File: config.mk
export PLATFORM = sky130hd
export DESIGN_NAME = serial_adder_ctrl
export DESIGN_NICKNAME = d
export VERILOG_FILES = /design/src/rtl/serial_adder_ctrl_pkg.sv /design/src/rtl/full_adder.sv /design/src/rtl/serial_adder_ctrl.sv
export SDC_FILE = /design/constraint.sdc
export NUM_CORES = 1
export LEC_CHECK = 0
export BUFFER_PORTS_ARGS = -buffer_cell sky130_fd_sc_hd__buf_2
export CAP_MARGIN = 15
export CORE_MARGIN = 10
export CORE_UTILIZATION = 50
export DETAILED_ROUTE_END_ITERATION = 8
export GPL_ROUTABILITY_DRIVEN = 0
export PLACE_DENSITY = 0.81
export SLEW_MARGIN = 25
export SYNTH_ARGS = -nofsm -noshare
export SYNTH_HDL_FRONTEND = slang
export SYNTH_SLANG_ARGS = --single-unit
File: constraint.sdc
create_clock -name clk -period 1.3 [get_ports clk]
set_input_delay 0.26 -clock clk [delete_from_list [all_inputs] [get_ports clk]]
set_output_delay 0.26 -clock clk [all_outputs]
set_load 0.05 [all_outputs]
File: src/rtl/serial_adder_ctrl_pkg.sv
// Shared definitions for the bit-serial adder sequencer: state encoding and
// the bit-counter width helper.
package serial_adder_ctrl_pkg;

    // Controller states. The fourth encoding (2'd3) is unused and the FSM
    // returns to IDLE if it ever lands there.
    typedef enum logic [1:0] {
        IDLE = 2'd0,
        RUN  = 2'd1,
        DONE = 2'd2
    } state_t;

    // Bit counter width. It must hold the value WIDTH so that it never wraps,
    // even though the largest value actually compared against is WIDTH-1.
    function automatic int cnt_width(input int width);
        return $clog2(width + 1);
    endfunction

endpackage

File: src/rtl/full_adder.sv
// One-bit full adder cell: the only arithmetic in the serial adder.
module full_adder (
    input  logic a,
    input  logic b,
    input  logic in_carry,
    output logic sum,
    output logic out_carry
);

    logic half_sum;

    // Pure combinational sum and carry.
    always_comb begin
        half_sum  = a ^ b;
        sum       = half_sum ^ in_carry;
        out_carry = (a & b) | (in_carry & half_sum);
    end

endmodule

File: src/rtl/serial_adder_ctrl.sv
// Bit-serial adder sequencer. One full_adder cell is reused for WIDTH cycles,
// LSB first, with the carry held in a register between bits. Operands arrive
// on a valid/ready handshake and the result leaves on another one.
module serial_adder_ctrl
    import serial_adder_ctrl_pkg::*;
#(
    parameter int WIDTH = 8
) (
    input  logic             clk,
    input  logic             rst,
    input  logic             in_valid,
    output logic             in_ready,
    input  logic [WIDTH-1:0] a,
    input  logic [WIDTH-1:0] b,
    input  logic             cin,
    output logic             out_valid,
    input  logic             out_ready,
    output logic [WIDTH-1:0] sum,
    output logic             cout
);

    localparam int CNT_W = cnt_width(WIDTH);
    // Count value seen on the edge that produces the MSB.
    localparam logic [CNT_W-1:0] LAST_CNT = CNT_W'(WIDTH - 1);

    state_t           state_reg;
    logic [WIDTH-1:0] a_sh_reg;
    logic [WIDTH-1:0] b_sh_reg;
    logic             carry_reg;
    logic [CNT_W-1:0] cnt_reg;
    logic [WIDTH-1:0] sum_reg;
    logic [WIDTH-1:0] sum_next;
    logic             cout_reg;
    logic             in_ready_reg;
    logic             out_valid_reg;

    logic             fa_sum;
    logic             fa_cout;

    // The single bit-slice datapath: current LSBs plus the running carry.
    full_adder u_full_adder (
        .a         (a_sh_reg[0]),
        .b         (b_sh_reg[0]),
        .in_carry  (carry_reg),
        .sum       (fa_sum),
        .out_carry (fa_cout)
    );

    // Result register shifts right; the new bit enters at the MSB so that
    // after WIDTH steps bit 0 of the operands has reached bit 0 of sum.
    // Written per bit so the same code also covers WIDTH=1 (no shift slice).
    generate
        for (genvar gi = 0; gi < WIDTH - 1; gi++) begin : g_sum_shift
            assign sum_next[gi] = sum_reg[gi + 1];
        end
    endgenerate
    assign sum_next[WIDTH-1] = fa_sum;

    // Controller FSM together with its datapath registers and registered
    // handshake outputs.
    always_ff @(posedge clk) begin
        if (rst) begin
            state_reg     <= IDLE;
            a_sh_reg      <= '0;
            b_sh_reg      <= '0;
            carry_reg     <= 1'b0;
            cnt_reg       <= '0;
            sum_reg       <= '0;
            cout_reg      <= 1'b0;
            in_ready_reg  <= 1'b1;
            out_valid_reg <= 1'b0;
        end else begin
            case (state_reg)
                IDLE: begin
                    // Operands are captured here and never looked at again,
                    // so later changes on a/b/cin cannot affect the result.
                    if (in_valid) begin
                        a_sh_reg     <= a;
                        b_sh_reg     <= b;
                        carry_reg    <= cin;
                        cnt_reg      <= '0;
                        state_reg    <= RUN;
                        in_ready_reg <= 1'b0;
                    end
                end
                RUN: begin
                    sum_reg   <= sum_next;
                    carry_reg <= fa_cout;
                    a_sh_reg  <= a_sh_reg >> 1;
                    b_sh_reg  <= b_sh_reg >> 1;
                    cnt_reg   <= cnt_reg + 1'b1;
                    if (cnt_reg == LAST_CNT) begin
                        cout_reg      <= fa_cout;
                        state_reg     <= DONE;
                        out_valid_reg <= 1'b1;
                    end
                end
                DONE: begin
                    // Result is held until the consumer takes it; in_valid
                    // is deliberately ignored so nothing is queued.
                    if (out_ready) begin
                        state_reg     <= IDLE;
                        out_valid_reg <= 1'b0;
                        in_ready_reg  <= 1'b1;
                    end
                end
                default: begin
                    state_reg     <= IDLE;
                    in_ready_reg  <= 1'b1;
                    out_valid_reg <= 1'b0;
                end
            endcase
        end
    end

    assign in_ready  = in_ready_reg;
    assign out_valid = out_valid_reg;
    assign sum       = sum_reg;
    assign cout      = cout_reg;

endmodule

==> flow_metrics.tcl <==
set metrics [dict create \
    status "completed" \
    clk_pin_slew_ns 0.09 \
    path_buf_inv 1 \
    min_from "b[7]" \
    start_util 0.531 \
    core_area_um2 2780 \
    wl_per_cell_um 15.3 \
    yosysUniqueCellTypes 35 \
    fillers 238 \
    viasPerCell 5.58 \
    ant_nets 0 \
    final_nets 231 \
    whs_path_depth 3 \
    final_common_cell "dfxtp_1" \
    grt_pass1_vias 1320 \
    cpPeakStageDelay_ns 0.37 \
    io-pin-count 32 \
    antenna_found_initial 0 \
    numClockSinks 34 \
    dieWidth_um 74.4 \
    fin_ws_ns 0.0578 \
    clock_skew_ns 0.00442 \
    htreeDepth 2 \
    synth_mux_area_frac 0.00677 \
    final_layout_size_suffix_gt1_frac 0.309 \
    drc 0 \
    clock_latency_ns 0.34 \
    final_cell_mix "dfxtp_1, nor2_1, buf_2, nand2_1, buf_4" \
    crit_family "flip-flops" \
    grt_usage 0.136 \
    postCtsHoldBufs 0 \
    holdPathEnd "b_sh_reg[7]$_SDFFE_PP0P_" \
    synthToLayoutAreaGrowth_pct 20.7 \
    crit_type "flip-flop to output port" \
    cpMaxStageDelayCell "dfxtp_1" \
    hold_path_class "input pin to flip-flop" \
    synth_nets 192 \
    finalHoldViolations 0 \
    dpl.hpwl_um 2670 \
    reg2reg_setup_slack_ns 0.09 \
    synth_top_family_by_area "compound AO/OA/AOI/OAI gates" \
    vias 1329 \
    netlist_instances 169 \
    cp-start-kind "flip-flop" \
    synth_simple_gate_area_frac 0.187 \
    layoutNonFillerInstCount 238 \
    critical_path_required_ns 1.04 \
    power_mw 2.05 \
    cp_max_fo 3 \
    grt_max_degree 18 \
    drv_slew 0 \
    synth_xor_area_frac 0 \
    grt_pass1_wl_um 5950 \
    powerDensity_nw_per_um2 1150 \
    cts_setup_buffers 0 \
    cts_buffers 5 \
    die_h_um 74.4 \
    synth_area_per_cell_um2 8.74 \
    dp_cells 232 \
    r2r_cells 4 \
    worstReg2RegEnd "cout$_SDFFE_PP0P_" \
    post-place-ws_ns -0.00862 \
    initialDrtViolationCount 111 \
    path_cells "buf_2" \
    layout_min_cycle_time_ns 1.24 \
    synthAdderAreaFrac 0.0220 \
    num_rows 19 \
    dominantRegCellSynth "dfxtp_1" \
    synth_edf_count 0 \
    p_leak_nw 0.746 \
    endpoint_kind "output port" \
    wirelength_um 3640 \
    fin_crit_sh 0.956 \
    numPortBuffers 31 \
    cts_buffer_depth 2 \
    rsz0062_at_grt "false" \
    synth_compound_area_frac 0.255 \
    antennaDiodeCount 0 \
    setup_viol_count_final 0 \
    worst_pin_slew_ns 0.338 \
    synthArstFlopShare 0 \
    max-slew-margin-rel 0.775 \
    netlist_area_um2 1480 \
    die_area_um2 5530 \
    ir_drop_mv 0.870 \
    tritoncts "built" \
    ys_warn_count 0 \
    worstSetupStartpoint "sum[7]$_SDFFE_PP0P_" \
    grt-ovfl-total 0 \
    root_buffer "clkbuf_4" \
    synth-seq-area-share 0.461 \
    first_pass_iters 4 \
    drv_cap 0 \
    fmax_ghz 0.805 \
    arrival_ns 0.98 \
    reg2reg_from "cnt_reg[0]$_SDFFE_PP0P_" \
    ys_seq_elements 34 \
]
==> worst max-delay path by stage <==
stage,endpoint,cells after the start,slack [ns]
2_1_floorplan,cnt_reg[3]$_SDFFE_PP0P_,5,0.1
3_3_place_gp,cout$_SDFFE_PP0P_,3,0.09
3_5_place_dp,a_sh_reg[7]$_SDFFE_PP0P_,5,-0.009
4_1_cts,cout$_SDFFE_PP0P_,4,0.02
5_1_grt,sum[7]$_SDFFE_PP0P_,4,0.003
6_report,sum[7],1,0.06
==> repair_timing <==
action	in CTS	in global routing
gates resized for setup	1	9
setup endpoints to repair	1	19
pin swaps	0	0
endpoints found under the hold margin	0	0
==> cell usage after synthesis, drive strengths merged (2+ instances only) <==
cell type / number / share of area
a211oi: 15 / 0.076
a21oi: 11 / 0.037
a22oi: 3 / 0.015
buf: 8 / 0.045
clkbuf: 6 / 0.016
dfxtp: 34 / 0.46
inv: 2 / 0.0051
nand2: 21 / 0.053
nand2b: 3 / 0.018
nand3: 2 / 0.0068
nor2: 31 / 0.079
o21ba: 2 / 0.014
o21bai: 2 / 0.010
o22ai: 4 / 0.017
o2bb2ai: 11 / 0.065
==> report_power, final <==
group / leakage [nW] / switching [mW] / internal, mW / total (mW)
Sequential: 0.280 / 0.0357 / 1.10 / 1.14
Combinational: 0.435 / 0.185 / 0.145 / 0.330
Clock: 0.0302 / 0.338 / 0.243 / 0.581
==> per-stage QoR <==
step	TNS, ns	hold WS, ns	util	area (µm²)
after floorplan	0	0.408	-	1480
after global placement	0	0.440	0.609	1690
after CTS	0	0.170	0.629	1750
final	0	0.172	0.641	1780
after global routing	0	0.212	0.641	1780
after detailed placement	-0.00862	0.448	0.609	1690
==> metal layers <==
| layer | GRT usage | vias to the layer above | wire length [µm] |
|---|---|---|---|
| met4 | 0.0488 | 0 | 48 |
| li1 | - | 675 | - |
| met5 | 0 | - | 0 |
| met3 | 0.0625 | 7 | 281 |
| met1 | 0.167 | 614 | 1630 |
| met2 | 0.204 | 33 | 1670 |
==> cell type report <==
| cell class | instances | area (µm²) | area share |
|---|---|---|---|
| timing repair buffer | 46 | 270 | 0.152 |
| multi-input combinational | 118 | 721 | 0.404 |
| sequential | 34 | 683 | 0.383 |
| tap | 31 | 38.8 | 0.0218 |
| inverter | 3 | 18.8 | 0.0105 |
| clock buffer | 6 | 51.3 | 0.0288 |
==> cells by family after synthesis <==
logic type	Yosys count
fa+ha+maj	2
mux	1
simple gates	63
flops	34
buf+inv	17
compound gates	52
(Power assumes the default switching activity.)
